==> config.mk <==
export PLATFORM = sky130hd
export DESIGN_NAME = mem_loader
export DESIGN_NICKNAME = d
export VERILOG_FILES = /design/src/rtl/mem_loader_pkg.sv /design/src/rtl/mem_loader_write.sv /design/src/rtl/mem_loader.sv
export SDC_FILE = /design/constraint.sdc
export NUM_CORES = 1
export LEC_CHECK = 0
export CAP_MARGIN = 0
export CORE_ASPECT_RATIO = 1.75
export CORE_MARGIN = 3
export CORE_UTILIZATION = 53
export DETAILED_ROUTE_END_ITERATION = 6
export HOLD_SLACK_MARGIN = 0.03
export PLACE_DENSITY_LB_ADDON = 0.1
export SLEW_MARGIN = 10
export SYNTH_ARGS = -nofsm -noshare
export SYNTH_HDL_FRONTEND = slang
export SYNTH_HIERARCHICAL = 1
export SYNTH_SLANG_ARGS = --single-unit
==> constraint.sdc <==
create_clock -name i_clk -period 2 [get_ports i_clk]
set_input_delay 0.4 -clock i_clk [delete_from_list [all_inputs] [get_ports i_clk]]
set_output_delay 0.4 -clock i_clk [all_outputs]
set_load 0.02 [all_outputs]
==> src/rtl/mem_loader_pkg.sv <==
// Shared types and constants for the external memory loader.
// Holds the loader FSM states, the write-slot and write-phase encodings, and
// the default command bytes used by mem_loader.
package mem_loader_pkg;

  localparam logic [7:0] DEF_CMD_RAM   = 8'h57;
  localparam logic [7:0] DEF_CMD_INSTR = 8'h49;

  typedef enum logic [2:0] {
    ST_IDLE,
    ST_ADDR_HI,
    ST_ADDR_LO,
    ST_LEN,
    ST_HALT_WAIT,
    ST_DATA_WAIT,
    ST_WRITE,
    ST_DONE
  } state_t;

  typedef enum logic [1:0] {
    SLOT_MAR1,
    SLOT_MAR0,
    SLOT_MEM
  } slot_t;

  typedef enum logic [1:0] {
    PH_SETUP,
    PH_STROBE,
    PH_HOLD
  } phase_t;

endpackage

==> src/rtl/mem_loader_write.sv <==
// mem_write_slot: three-phase (SETUP / STROBE / HOLD) write-strobe sequencer.
// Ports:
//   i_clk, i_reset       clock, synchronous active-high reset
//   i_start              begin a slot (latched next edge, SETUP phase)
//   i_slot               which strobe this slot drives (MAR1, MAR0, MEM)
//   i_memIsInstr         MEM slot uses the instruction strobe instead of RAM
//   i_value              bus value held for the whole slot
//   o_bus                registered bus value
//   o_mar1NWE/o_mar0NWE/o_ramNWE/o_instrNWE  active-low strobes (registered)
//   o_slotDone           high during the HOLD phase; a new start may be
//                        issued in that cycle for back-to-back slots
module mem_write_slot
  import mem_loader_pkg::*;
(
  input  logic       i_clk,
  input  logic       i_reset,
  input  logic       i_start,
  input  slot_t      i_slot,
  input  logic       i_memIsInstr,
  input  logic [7:0] i_value,
  output logic [7:0] o_bus,
  output logic       o_mar1NWE,
  output logic       o_mar0NWE,
  output logic       o_ramNWE,
  output logic       o_instrNWE,
  output logic       o_slotDone
);

  logic   r_active;
  phase_t r_phase;
  slot_t  r_slot;
  logic   r_memIsInstr;

  assign o_slotDone = r_active && (r_phase == PH_HOLD);

  always_ff @(posedge i_clk) begin
    if (i_reset) begin
      r_active     <= 1'b0;
      r_phase      <= PH_SETUP;
      r_slot       <= SLOT_MAR0;
      r_memIsInstr <= 1'b0;
      o_bus        <= '0;
      o_mar1NWE    <= 1'b1;
      o_mar0NWE    <= 1'b1;
      o_ramNWE     <= 1'b1;
      o_instrNWE   <= 1'b1;
    end else begin
      o_mar1NWE  <= 1'b1;
      o_mar0NWE  <= 1'b1;
      o_ramNWE   <= 1'b1;
      o_instrNWE <= 1'b1;
      if (i_start) begin
        r_active     <= 1'b1;
        r_phase      <= PH_SETUP;
        r_slot       <= i_slot;
        r_memIsInstr <= i_memIsInstr;
        o_bus        <= i_value;
      end else if (r_active) begin
        unique case (r_phase)
          PH_SETUP: begin
            // Strobe is registered, so it is pulled low on the edge that
            // enters STROBE and released on the edge that enters HOLD.
            r_phase <= PH_STROBE;
            unique case (r_slot)
              SLOT_MAR1: o_mar1NWE <= 1'b0;
              SLOT_MAR0: o_mar0NWE <= 1'b0;
              default: begin
                if (r_memIsInstr) o_instrNWE <= 1'b0;
                else              o_ramNWE   <= 1'b0;
              end
            endcase
          end
          PH_STROBE: r_phase <= PH_HOLD;
          default:   r_active <= 1'b0;
        endcase
      end
    end
  end

endmodule

==> src/rtl/mem_loader.sv <==
// mem_loader: byte-stream program/data loader for the 8-bit datapath.
// Parses CMD, ADDR_HI, ADDR_LO, LEN, data*LEN from a valid/ready stream,
// requests a CPU halt, then writes MAR1/MAR0/RAM-or-INSTR through the memory
// strobes while o_busOE is high.
// Ports:
//   i_clk, i_reset            clock, synchronous active-high reset
//   i_rxData/i_rxValid/o_rxReady  input byte stream handshake
//   o_haltReq, i_haltAck      CPU halt handshake
//   o_busOE, o_bus            bus ownership and value
//   o_ctrlMem*NWE             active-low MAR1/MAR0/RAM/INSTR write strobes
//   o_done                    one-cycle pulse at packet end
//   o_error                   sticky unknown-command flag
module mem_loader
  import mem_loader_pkg::*;
#(
  parameter logic [7:0] CMD_RAM   = DEF_CMD_RAM,
  parameter logic [7:0] CMD_INSTR = DEF_CMD_INSTR
) (
  input  logic       i_clk,
  input  logic       i_reset,
  input  logic [7:0] i_rxData,
  input  logic       i_rxValid,
  output logic       o_rxReady,
  output logic       o_haltReq,
  input  logic       i_haltAck,
  output logic       o_busOE,
  output logic [7:0] o_bus,
  output logic       o_ctrlMemMar0NWE,
  output logic       o_ctrlMemMar1NWE,
  output logic       o_ctrlMemRamNWE,
  output logic       o_ctrlMemInstrNWE,
  output logic       o_done,
  output logic       o_error
);

  state_t      r_state, w_stateNext;
  logic [15:0] r_addr, w_addrNext;
  logic [8:0]  r_rem, w_remNext;
  logic [7:0]  r_data, w_dataNext;
  logic        r_cmdInstr, w_cmdInstrNext;
  logic        r_mar1Dirty, w_dirtyNext;
  logic        r_error, w_errorNext;
  logic        r_kick, w_kickNext;
  slot_t       r_slot, w_slotNext;
  logic        w_slotStart;
  logic [7:0]  w_slotValue;
  logic        w_slotDone;
  logic        w_accept;

  assign w_accept = i_rxValid && o_rxReady;
  assign o_error  = r_error;

  always_comb begin
    w_stateNext    = r_state;
    w_addrNext     = r_addr;
    w_remNext      = r_rem;
    w_dataNext     = r_data;
    w_cmdInstrNext = r_cmdInstr;
    w_dirtyNext    = r_mar1Dirty;
    w_errorNext    = r_error;
    w_kickNext     = 1'b0;
    w_slotNext     = r_slot;
    w_slotStart    = 1'b0;
    w_slotValue    = '0;
    unique case (r_state)
      ST_IDLE: if (w_accept) begin
        if (i_rxData == CMD_RAM) begin
          w_cmdInstrNext = 1'b0;
          w_stateNext    = ST_ADDR_HI;
        end else if (i_rxData == CMD_INSTR) begin
          w_cmdInstrNext = 1'b1;
          w_stateNext    = ST_ADDR_HI;
        end else begin
          w_errorNext = 1'b1;
        end
      end
      ST_ADDR_HI: if (w_accept) begin
        w_addrNext[15:8] = i_rxData;
        w_stateNext      = ST_ADDR_LO;
      end
      ST_ADDR_LO: if (w_accept) begin
        w_addrNext[7:0] = i_rxData;
        w_stateNext     = ST_LEN;
      end
      ST_LEN: if (w_accept) begin
        w_remNext   = (i_rxData == 8'h00) ? 9'd256 : {1'b0, i_rxData};
        w_dirtyNext = 1'b1;
        w_stateNext = ST_HALT_WAIT;
      end
      ST_HALT_WAIT: if (i_haltAck) w_stateNext = ST_DATA_WAIT;
      ST_DATA_WAIT: if (w_accept) begin
        w_dataNext  = i_rxData;
        w_kickNext  = 1'b1;
        w_stateNext = ST_WRITE;
      end
      ST_WRITE: begin
        // First slot is launched from the first WRITE cycle (r_kick); later
        // slots are launched during the previous slot's HOLD so they run
        // back to back.
        if (r_kick) begin
          w_slotStart = 1'b1;
          w_slotNext  = r_mar1Dirty ? SLOT_MAR1 : SLOT_MAR0;
          w_slotValue = r_mar1Dirty ? r_addr[15:8] : r_addr[7:0];
        end else if (w_slotDone) begin
          unique case (r_slot)
            SLOT_MAR1: begin
              w_dirtyNext = 1'b0;
              w_slotStart = 1'b1;
              w_slotNext  = SLOT_MAR0;
              w_slotValue = r_addr[7:0];
            end
            SLOT_MAR0: begin
              w_slotStart = 1'b1;
              w_slotNext  = SLOT_MEM;
              w_slotValue = r_data;
            end
            default: begin
              w_addrNext = r_addr + 16'd1;
              if (r_addr[7:0] == 8'hFF) w_dirtyNext = 1'b1;
              w_remNext   = r_rem - 9'd1;
              w_stateNext = (r_rem == 9'd1) ? ST_DONE : ST_DATA_WAIT;
            end
          endcase
        end
      end
      ST_DONE: w_stateNext = ST_IDLE;
      default: w_stateNext = ST_IDLE;
    endcase
  end

  always_ff @(posedge i_clk) begin
    if (i_reset) begin
      r_state     <= ST_IDLE;
      r_addr      <= '0;
      r_rem       <= '0;
      r_data      <= '0;
      r_cmdInstr  <= 1'b0;
      r_mar1Dirty <= 1'b0;
      r_error     <= 1'b0;
      r_kick      <= 1'b0;
      r_slot      <= SLOT_MAR0;
      o_rxReady   <= 1'b1;
      o_haltReq   <= 1'b0;
      o_busOE     <= 1'b0;
      o_done      <= 1'b0;
    end else begin
      r_state     <= w_stateNext;
      r_addr      <= w_addrNext;
      r_rem       <= w_remNext;
      r_data      <= w_dataNext;
      r_cmdInstr  <= w_cmdInstrNext;
      r_mar1Dirty <= w_dirtyNext;
      r_error     <= w_errorNext;
      r_kick      <= w_kickNext;
      r_slot      <= w_slotNext;
      // Outputs are registered decodes of the next state.
      o_rxReady   <= (w_stateNext == ST_IDLE)   || (w_stateNext == ST_ADDR_HI) ||
                     (w_stateNext == ST_ADDR_LO) || (w_stateNext == ST_LEN) ||
                     (w_stateNext == ST_DATA_WAIT);
      o_haltReq   <= (w_stateNext == ST_HALT_WAIT) || (w_stateNext == ST_DATA_WAIT) ||
                     (w_stateNext == ST_WRITE);
      o_busOE     <= (w_stateNext == ST_DATA_WAIT) || (w_stateNext == ST_WRITE);
      o_done      <= (w_stateNext == ST_DONE);
    end
  end

  mem_write_slot u_slot (
    .i_clk        (i_clk),
    .i_reset      (i_reset),
    .i_start      (w_slotStart),
    .i_slot       (w_slotNext),
    .i_memIsInstr (r_cmdInstr),
    .i_value      (w_slotValue),
    .o_bus        (o_bus),
    .o_mar1NWE    (o_ctrlMemMar1NWE),
    .o_mar0NWE    (o_ctrlMemMar0NWE),
    .o_ramNWE     (o_ctrlMemRamNWE),
    .o_instrNWE   (o_ctrlMemInstrNWE),
    .o_slotDone   (w_slotDone)
  );

endmodule

; Word level (Yosys, flattened, before mapping)
; Index checks and enable logic that the tools add are counted.
[classes]
n_addsub = 2
n_eq_ne = 30
muxes = 56
n_bitwise = 5
n_reduce_logical = 34
[ops]
columns = operator, count
row1 = 16-bit two-way mux, 3
row2 = 8-bit case mux with 2 select lines, 3
row3 = 9-bit two-way mux, 5
row4 = 8-bit two-way mux, 5
row5 = 3-bit two-way mux, 11
row6 = 3-bit == test (second input constant), 8
row7 = 3-bit case mux with 8 select lines, 1
row8 = 1-bit two-way mux, 19
row9 = 9-bit case mux with 2 select lines, 1
row10 = 16-bit by 1-bit adder with 16-bit output (second input constant), 1
row11 = 8-bit by 7-bit == test with 1-bit output (second input constant), 2
row12 = 5-bit AND reduction, 3
row13 = 3-bit by 2-bit == test with 1-bit output (second input constant), 4
row14 = 2-bit inequality test (second input constant), 6
row15 = 2-bit nonzero test, 5
row16 = 9-bit by 1-bit == test with 1-bit output (second input constant), 1
row17 = 9-bit by 1-bit subtractor with 9-bit output (second input constant), 1
row18 = 8-bit == test (second input constant), 1
row19 = 8-bit zero test, 1
row20 = 2-bit two-way mux, 4
row21 = 2-bit case mux with 2 select lines, 2
row22 = 2-bit OR reduction, 4
row23 = 1-bit logical OR, 7
row24 = 2-bit by 1-bit == test with 1-bit output (second input constant), 3
row25 = 15 further kinds, 26
[word_totals]
register_bits = 64
input_bits = 12
output_inout_bits = 17
elab_cells = 150

; Longest topological paths before layout
; Gate-level depths: netlist of the first run.
[logic_depth]
word_depth = 11
mapped_depth = 9
depth_no_buf = 7

; Modules after synthesis
; The synthesis of the first run kept the hierarchy.
[modules_own_cells]
columns = module, n_inst, cells_each, area_per_inst_um2, seq_area_each_um2
row1 = mem_loader, 1, 366, 2952.8, 920.9
row2 = mem_write_slot, 1, 59, 620.6, 360.3

; Worst setup path before layout of the first run
; OpenSTA, ideal clock, no wires.
[synth_path]
path_kind = flip-flop to flip-flop
from = register r_slot[1] (netlist name)
to = register u_slot.o_bus[0]
setup_time_ps = 128
arrival_ps = 1824
required_time_ps = 1872
setup_slack_ps = 49
stages_incl_launch_ff = 10
path_buffers = 3
period_less_slack_ps = 1951
cell_sequence = dfxtp_1 -> inv_1 -> ha_1 -> clkbuf_1 -> o21ai_0 -> a21oi_1 -> buf_2 -> buf_2 -> mux2i_1 -> nor2_1
[synth_lines]
columns = element, line
row1 = to (signal assigned), mem_loader_write.sv:57  ; o_bus <= i_value;
row2 = to (decl), mem_loader_write.sv:21  ; output logic [7:0] o_bus,

; Worst setup path after layout of the first run
[layout_path]
from = register u_slot.r_phase[0]
to = register o_busOE
[layout_via]
elab_chain_cells = 7
word_cells_on_any_way = 8
cone_classes = eq/ne: 3 / mux: 3 / reduce/logical: 2
[layout_lines]
columns = element, line
row1 = from (decl), mem_loader_write.sv:30  ; phase_t r_phase;
row2 = from (signal assigned), mem_loader_write.sv:39  ; r_phase <= PH_SETUP;
row3 = from (signal assigned), mem_loader_write.sv:54  ; r_phase <= PH_SETUP;
row4 = from (signal assigned), mem_loader_write.sv:63  ; r_phase <= PH_STROBE;
row5 = 2-bit == test (*), mem_loader_write.sv:34  ; assign o_slotDone = r_active && (r_phase == PH_HOLD);
row6 = 1-bit logical AND (*), mem_loader_write.sv:34
row7 = named net w_slotDone, mem_loader.sv:47  ; logic w_slotDone;
row8 = 3-bit two-way mux (*), mem_loader.sv:104  ; end else if (w_slotDone) begin
row9 = 3-bit two-way mux (*), mem_loader.sv:100  ; if (r_kick) begin
row10 = 3-bit case mux with 8 select lines (*), mem_loader.sv:65  ; unique case (r_state)
row11 = 3-bit == test, mem_loader.sv:162  ; o_busOE <= (w_stateNext == ST_DATA_WAIT) || (w_stateNext == ST_WRITE);
row12 = 1-bit logical OR (*), mem_loader.sv:162
row13 = to (signal assigned), mem_loader.sv:162
row14 = to (decl), mem_loader.sv:26  ; output logic o_busOE,
; The timed path passes the listed nets; every way through them passes the cells marked *.
; A chain may end at the register's enable or synchronous reset.

==> results.md, run 1 <==
Clock tree:
- The TritonCTS clock tree is built.
- The CTS sink count is 64.
- No sink is reached through more buffers than the 2 on the longest clock path.
- Clock tree synthesis inserted a total of 9 buffers.
- At the later pin of the worst-skew pair, clock insertion delay measures 340 ps.
- The CTS H-tree depth is 3.
- The CTS clock-pin slew for the worst setup and hold paths is 50 ps.
- The cell sitting at the root of the clock tree is a sky130_fd_sc_hd__clkbuf_16.

Drt:
- The initial DRC count is 241.
- The via density per instance is 6.10.
- The first detailed-routing pass took 5 iterations.
- The total via count after detailed routing is 3546.
- The final wirelength is 11000 um.
- After detailed routing, the number of remaining DRC violations is 0.
- Dividing the detail-routed wire length by the instance count gives 19.0 um.
- The number of nets still failing antenna checks after routing is 0.

Floorplan:
- From bottom edge to top edge, the die measures 115 um.
- The core area is 6540 um2.
- The site row count is 39.
- The count of boundary I/O pins is 29.
- The die width is 68.1 um.
- The die covers 7800 um2.
- Once the floorplan was initialized, standard cells occupied 54.6% of the core.

STA:
- The count of final hold-check violations is 0.
- After layout, the worst path uses 99.7% of the clock period.
- Across all setup checks in the final design, the least slack found is 6.07 ps.
- The clock arrives with 4.41 ps of skew.
- The sum of negative setup slack is 0 ps.
- The final max-slew violation count is 0.
- Setup repair after global routing could not meet its margin everywhere.
- Subtracting the final worst setup slack from the clock period gives 1990 ps.
- The worst slew margin relative to its limit is 56.4%.
- Static timing analysis puts the maximum clock frequency at 502 MHz.
- The slew at the pin with the worst max-slew slack is 648 ps.
- The count of final setup violators is 0.

Yosys:
- Counting flops with a built-in enable in the synthesized netlist gives 0.
- In this run the cell area of the synthesized design comes to 3570 um2.
- The most common flop cell mapped by yosys is sky130_fd_sc_hd__dfxtp_1.
- After synthesis, flip-flops and latches occupy 35.9% of the total area.
- Synthesis produced 425 cells.
- The distinct cell type count of the synthesized netlist is 66.
- The synthesized design contains 64 register bits.
- Of all flip-flops after synthesis, the portion carrying an async set or reset was 0%.
- The number of nets in the synthesized netlist is 443.
- After synthesis, the mean cell area works out to 8.41 um2.
- For this run, the number of Yosys warnings is 6.

Setup path:
- The arrival time of the worst setup path is 2260 ps.
- The startpoint of the worst register-to-register path is u_slot/r_phase[0].
- The critical path startpoint category is a flip-flop.
- The gate family responsible for the most delay along the worst path is compound AO/OA/AOI/OAI gates.
- The largest stage delay on the critical path is 360 ps.
- Among all stages on the critical path, the largest delay is contributed by sky130_fd_sc_hd__dfxtp_4.
- The critical path starts at u_slot/r_phase[0].
- Counting stages on the worst path, the most repeated cell is sky130_fd_sc_hd__buf_4.
- The critical path endpoint is o_busOE.
- Walking the worst path, the cells encountered are and3b_2 > buf_4 > nor4b_4 > buf_4 > a2111oi_4 > o22ai_2 > or2_1 > a21oi_2.
- The worst path buffer plus inverter count is 2.
- The cell depth of the worst setup path is 8.
- The data required time of the worst path is 2270 ps.
- The worst reg-to-reg path cell count is 8.
- The reg-to-reg critical path endpoint is o_busOE.
- Setup slack on the worst reg-to-reg path comes out at 6 ps.
- In this run the worst path has a maximum fanout of 6.
- The worst setup path is captured at a flip-flop.
- The setup path with the least slack is of type flip-flop to flip-flop.

Run:
- Max-cap violations in this run came to 0.

GRT:
- met2 is the most crowded layer.
- In the global route stage, met1 resource usage came out at 30.2%.
- The leftover overflow at the end of global routing is 0.
- The first global-routing pass estimated 17200 um of wire.
- The number of antenna violations at the first check in global routing is 0.
- The met3 track demand over resource in global routing is 6.68%.
- The met2 capacity usage during global routing is 52.8%.
- The total track usage is 29.9%.
- The via count of the first global-routing pass is 3476.
- Entering global routing, the biggest net connects 41 pins.

Power:
- The leakage power is 1.65 nW.
- The sequential cell fraction of total power is 42.4%.
- The total power divided by cell area is 644 nW/um2.
- The peak supply drop is 0.000468 V.
- The analysis attributes to net switching a power of 634 uW.
- Combinational logic burns 4.4% of the power.
- The total internal power is 2.39 mW.
- The clock network fraction of design power is 53.3%.
- The switching part of the total power is 21.0%.

Placed design:
- Counting tap cells, the placed design contains a total of 561 instances.
- The total half-perimeter wirelength after legalization and detailed placement is 7900 um.
- The last weighted congestion value of the routability-driven placer is 0.930.
- Before CTS, the worst setup slack after placement is -216 ps.
- The count of buffers added on input and output ports is 28.

Layout:
- Summing all flip-flop and latch instances after layout gives 1290 um2.
- In the final design database the tool counted 513 nets.
- After the flow finishes, the layout carries non-filler instances totaling 581.
- The share of final-layout standard cells stronger than drive strength 1 is 22.8%.
- The area occupied by multi-input gates is 2200 um2.
- The repair_antennas step left the layout with diodes totalling 0.
- The layout overhead on the synthesized area is 31.4%.
- In the layout the commonest cells are 60 x sky130_fd_sc_hd__dfxtp_1, 52 x sky130_fd_sc_hd__buf_4, 45 x sky130_fd_sc_hd__nor2_1, 33 x sky130_fd_sc_hd__nand2_1.
- Leaving out fill and tap cells, the most frequent cell in the layout is sky130_fd_sc_hd__dfxtp_1.
- The layout has 545 filler cells.

Status:
- The run finished with clean final reports.

Worst hold path:
- The path class of the tightest hold or removal check is flip-flop to flip-flop.
## cell usage after synthesis (all sizes together), types with 2 or more instances
cell    count  area (um2)
a211o       2        17.5
a21oi      31         155
a22oi      13        97.6
a311oi      2        23.8
a31oi       5        31.3
and2       10        62.6
and3        3        18.8
and3b       3        27.5
and4b       2        20.0
buf        18         110
clkbuf     10        37.5
dfxtp      64        1280
ha          6        75.1
inv        10        37.5
mux2i      27         270
nand2      33         124
nand2b      5        31.3
nand3      11        60.1
nand3b      2        27.5
nand4       4        31.3
nor2       45         169
nor2b       5        31.3
nor3       18        95.1
nor3b       6        45.0
nor4        4        31.3
nor4b       3        41.3
o211ai      2        15.0
o21a        2        15.0
o21ai      32         160
o22ai      13        87.6
o31ai       7        62.6
o32ai       2        55.1
o41ai       2        17.5
or2         2        12.5
or4         5        48.8
or4b        3        37.5
## registers in the layout, summed over array words and instances, names as in the netlist, 2 cells and up
name            count
r_slot              2
r_rem               9
r_state             3
u_slot/r_slot       2
r_data              8
u_slot/o_bus        8
u_slot/r_phase      2
r_addr             16
## worst min-delay path by stage
stage | from | to | slack, ps | depth (start not counted)
after floorplan | u_slot/r_slot[0] | u_slot/o_mar0NWE | 360 | 1
after global placement | u_slot/r_memIsInstr | u_slot/o_instrNWE | 380 | 1
after detailed placement | u_slot/r_memIsInstr | u_slot/o_instrNWE | 380 | 1
after CTS | u_slot/r_memIsInstr | u_slot/o_instrNWE | 390 | 1
after global routing | u_slot/r_slot[0] | u_slot/o_mar0NWE | 420 | 1
final | u_slot/r_memIsInstr | u_slot/o_instrNWE | 390 | 1
## per-stage QoR
step / util (%) / area, um2 / power, mW / hold slack, ps
6_report: 71.8 / 4700 / 3.02 / 392
3_3_place_gp: 64.8 / 4230 / 1.43 / 378
2_1_floorplan: - / 3570 / 1.36 / 361
5_1_grt: 71.8 / 4700 / 3.11 / 417
3_5_place_dp: 64.8 / 4230 / 1.43 / 380
4_1_cts: 69.7 / 4560 / 3.04 / 391
## kinds of logic (layout without fill, tap and decap cells)
kind of cell / count (synthesis) / in the layout / share of synthesized area [%]
buffers and inverters: 38 / 112 / 5.18
muxes: 27 / 27 / 7.56
DFF: 64 / 64 / 35.9
adders and majority gates: 6 / 6 / 2.10
and+or+nand+nor: 167 / 167 / 26.2
AOI/OAI and AO/OA: 122 / 122 / 22.8
xor gates and xnor gates: 1 / 1 / 0.245
## routing by layer
layer  vias to the layer above  routed length [um]
li1                       1693                   -
met3                        42                 448
met5                         -                   0
met4                         0                 615
met1                      1703                4080
met2                       108                5890
## worst reg2reg max path: stages (launching register included)
cell and delay [ps]:
sky130_fd_sc_hd__dfxtp_4 360, sky130_fd_sc_hd__and3b_2 220, sky130_fd_sc_hd__buf_4 160, sky130_fd_sc_hd__nor4b_4 130, sky130_fd_sc_hd__buf_4 160, sky130_fd_sc_hd__a2111oi_4 360
sky130_fd_sc_hd__o22ai_2 150, sky130_fd_sc_hd__or2_1 260, sky130_fd_sc_hd__a21oi_2 130
## power by group through the flow
stage          combinational, mW  sequential, mW  clock, mW
2_1_floorplan             0.0474            1.31          0
3_3_place_gp               0.124            1.31          0
3_5_place_dp               0.124            1.31          0
4_1_cts                    0.126            1.28       1.63
5_1_grt                    0.140            1.28       1.69
6_report                   0.132            1.28       1.61
## area by class of cell
type                    count  share of cell area [%]
inverters                  10                   0.799
clock buffers              12                    5.68
clock inverters             3                   0.853
well taps                  82                    2.18
flip-flops and latches     64                    27.4
repair buffers             87                    16.2
multi-input cells         323                    46.8
## timing repair
item                                    CTS  global route
setup buffers                             1             4
pin swaps                                 5            10
endpoints found under the setup margin    9            34
gates resized for setup                   2            31
hold buffers                              0             0
No activity file was read; power rests on OpenSTA's default activity.
==> run 2: changes to the inputs <==
Settings changed: CORE_UTILIZATION 53 to 63.
Clock period 2 ns to 2.3 ns, I/O delays scaled along.
==> run 2 against run 1 <==
  * Core utilization is 6.2 points higher
  * Sequential share of layout area is 3.0 points higher
  * Sequential power is 13% lower
  * Design area is 10% lower
  * Largest cell class unchanged
  * Critical path depth stayed put
  * Highest routed layer unchanged
  * Worst hold slack worse by 3.9 ps
  * Largest power group is now registers
  * Worst setup slack better by 130 ps
  * Global-route usage is 1.2 points higher
==> results.md, run 2 (synthesis results as in run 1) <==
Status:
- The flow ran to the end, and the final reports show no timing, DRC or antenna violations.

Power:
- The total power divided by cell area is 509 nW/um2.
- For this design the static power due to leakage is 1.41 nW.
- Across the VDD grid, the largest voltage drop is 0.000407 V.
- The power after layout is 2.14 mW.

Setup path:
- The critical path startpoint category is a flip-flop.
- The category of the critical setup timing path is flip-flop to flip-flop.
- The arrival time of the worst setup path is 2390 ps.
- The critical path endpoint is r_addr[15].
- The largest stage delay on the critical path is 600 ps.
- The number of cells on the worst reg-to-reg path is 8.
- The cell family contributing the most delay on the critical path is simple AND/OR/NAND/NOR gates.
- In this run the critical register-to-register path is launched from r_slot[0].
- The reg-to-reg critical path endpoint is r_addr[15].
- Counting both buffers and inverters, the worst setup path holds a total of 2.
- In this run the worst path has a maximum fanout of 8.
- Traced cell by cell, the critical path runs through inv_1 > ha_1 > or4b_4 > o32ai_4 > buf_4 > nor3b_1 > a21oi_1 > o211ai_1.
- The standard cell with the maximum stage delay on the critical path is sky130_fd_sc_hd__or4b_4.
- In this run the worst setup path begins at r_slot[0].
- In this run the number of cells on the critical path is 8.
- STA classifies the critical path endpoint as a flip-flop.
- In this run the register-to-register setup slack is 130 ps.
- The data required time of the worst path is 2520 ps.

Clock tree:
- The tree is rooted in a sky130_fd_sc_hd__clkbuf_8.
- Clock-pin slew was measured on the worst setup and hold paths at 70 ps.
- Buffers inserted during clock tree synthesis total 9.
- The TritonCTS clock tree is built.
- CTS built an H-tree with a depth of 3.
- The clock passes through at most 2 buffers.
- The worst-skew pair later-pin latency is 340 ps.
- The CTS sink count is 64.

Floorplan:
- For this design the top-level I/O count stands at 29.
- After floorplanning, the core was divided into 35 placement rows.
- The die width is 62.9 um.
- The die height is 106 um.
- The starting density of the core is 66.3%.
- The core area is 5390 um2.
- The floorplan die area is 6650 um2.

Layout:
- 0 antenna diodes ended up in the layout.
- The register with the most flip-flops in the layout has 16 of them.
- Leaving out fill and tap cells, the most frequent cell in the layout is sky130_fd_sc_hd__dfxtp_1.
- In the layout the commonest cells are 64 x sky130_fd_sc_hd__dfxtp_1, 45 x sky130_fd_sc_hd__nor2_1, 33 x sky130_fd_sc_hd__nand2_1, 31 x sky130_fd_sc_hd__a21oi_1, 28 x sky130_fd_sc_hd__o21ai_0.
- In the final layout, the registers with the most flip-flops are r_addr x16, r_rem x9.
- r_addr holds more flip-flops than any other register.
- At the end of the flow, the number of nets in the layout was 481.
- The share of final-layout standard cells stronger than drive strength 1 is 13.7%.
- Cells fill 78.0% of the core in the end.
- The layout overhead on the synthesized area is 17.6%.

GRT:
- The total track usage is 31.2%.
- The via count of the first global-routing pass is 3375.
- The number of antenna violations at the first check in global routing is 0.
- Entering global routing, the biggest net connects 60 pins.
- The first global-routing pass estimated 16400 um of wire.
- The leftover overflow at the end of global routing is 0.

STA:
- Setup repair after global routing left no endpoint under its margin.
- The minimum clock period after layout is 2170 ps.
- The worst path meets setup with 134 ps of slack.
- Across the routed clock network, the largest skew measured is 9.95 ps.
- The sum of negative setup slack is 0 ps.
- In the finished design, the share of the clock period the worst path needs comes to 94.2%.
- The count of final hold-check violations is 0.
- Measured against its own limit, the worst slew margin works out to 49.2%.
- The final max-slew violation count is 0.
- The count of final setup violators is 0.
- Static timing analysis puts the maximum clock frequency at 462 MHz.
- For the pin with the worst max-slew slack, the measured transition is 755 ps.

Drt:
- Dividing the detail-routed wire length by the instance count gives 18.5 um.
- In this run the remaining antenna-violating nets after routing total 0.
- The detailed router placed 3481 vias in this run.
- For this run, the detailed router's first-pass iteration total came to 5.
- Wires add up to 9990 um.
- The via density per instance is 6.43.
- In the routed design, unresolved DRC markers number 0.
- The initial DRC count is 264.

Run:
- Across the run, the number of max-cap violations was 0.

Worst hold path:
- The type of the most critical hold path is flip-flop to flip-flop.

Placed design:
- In this run the tool buffered the top-level ports with 28 buffer cells.
- The last weighted congestion value of the routability-driven placer is 0.906.
- At the placement stage, the worst setup path has a slack of -24.5 ps.
- The wire-length estimate of the detail-placed layout is 7090 um.
run 2: cell types whose count changed in the layout (fill, tap and decap cells not counted), sizes merged:
cell      change
buf          -32
bufinv        -1
clkbuf        +1
clkinv        -1
clkinvlp      +1
run 2: how the worst min path moves through the flow:
stage	startpoint	endpoint	slack (ps)	cells after the start
finish	u_slot/r_slot[0]	u_slot/o_mar0NWE	390	1
global route	u_slot/r_slot[0]	u_slot/o_mar0NWE	410	1
CTS	u_slot/r_slot[0]	u_slot/o_mar0NWE	390	1
detailed placement	u_slot/r_slot[0]	u_slot/o_mar0NWE	370	1
global placement	u_slot/r_slot[0]	u_slot/o_mar0NWE	370	1
floorplan	u_slot/r_slot[0]	u_slot/o_mar0NWE	360	1
run 2: report_power, final:
group / total [mW] / leakage (nW) / switching [mW] / internal (mW)
registers: 1.11 / 0.516 / 0.00371 / 1.11
logic: 0.0951 / 0.801 / 0.0552 / 0.0399
clock network: 0.928 / 0.0975 / 0.426 / 0.501
total: 2.14 / 1.41 / 0.485 / 1.65
run 2: what timing repair did:
item	in CTS	in global routing
hold buffers	0	0
resized for setup	0	1
setup endpoints to repair	0	2
setup buffers	0	3
run 2: metrics by stage:
step | instances | hold slack (ps) | instance area (um2)
after floorplan | 425 | 361 | 3570
after CTS | 538 | 389 | 4180
after detailed placement | 523 | 374 | 3990
after global routing | 541 | 408 | 4200
final | 541 | 388 | 4200
after global placement | 523 | 371 | 3990
run 2: per-layer routing:
metal  global-route usage, %  vias to the layer above  share of wire [%]
li1                        -                     1631                  -
met1                    33.4                     1615                 37
met2                    53.4                      170                 50
met3                    4.80                       65                5.6
met4                    24.2                        0                7.9
met5                       0                        -                  0
run 2: layout make-up:
cell class              count  area [um2]
flip-flops and latches     64        1280
well taps                  74        92.6
repair buffers             55         490
clock inverters             2        12.5
inverters                  10        37.5
fillers                   407        1180
clock buffers              13         179
multi-input cells         323        2110
==> run 3: changes to the inputs <==
Settings changed: ABC_AREA set to 0.
==> results of run 3 <==
The final DEF is identical to that of run 2; final timing and power are the same.
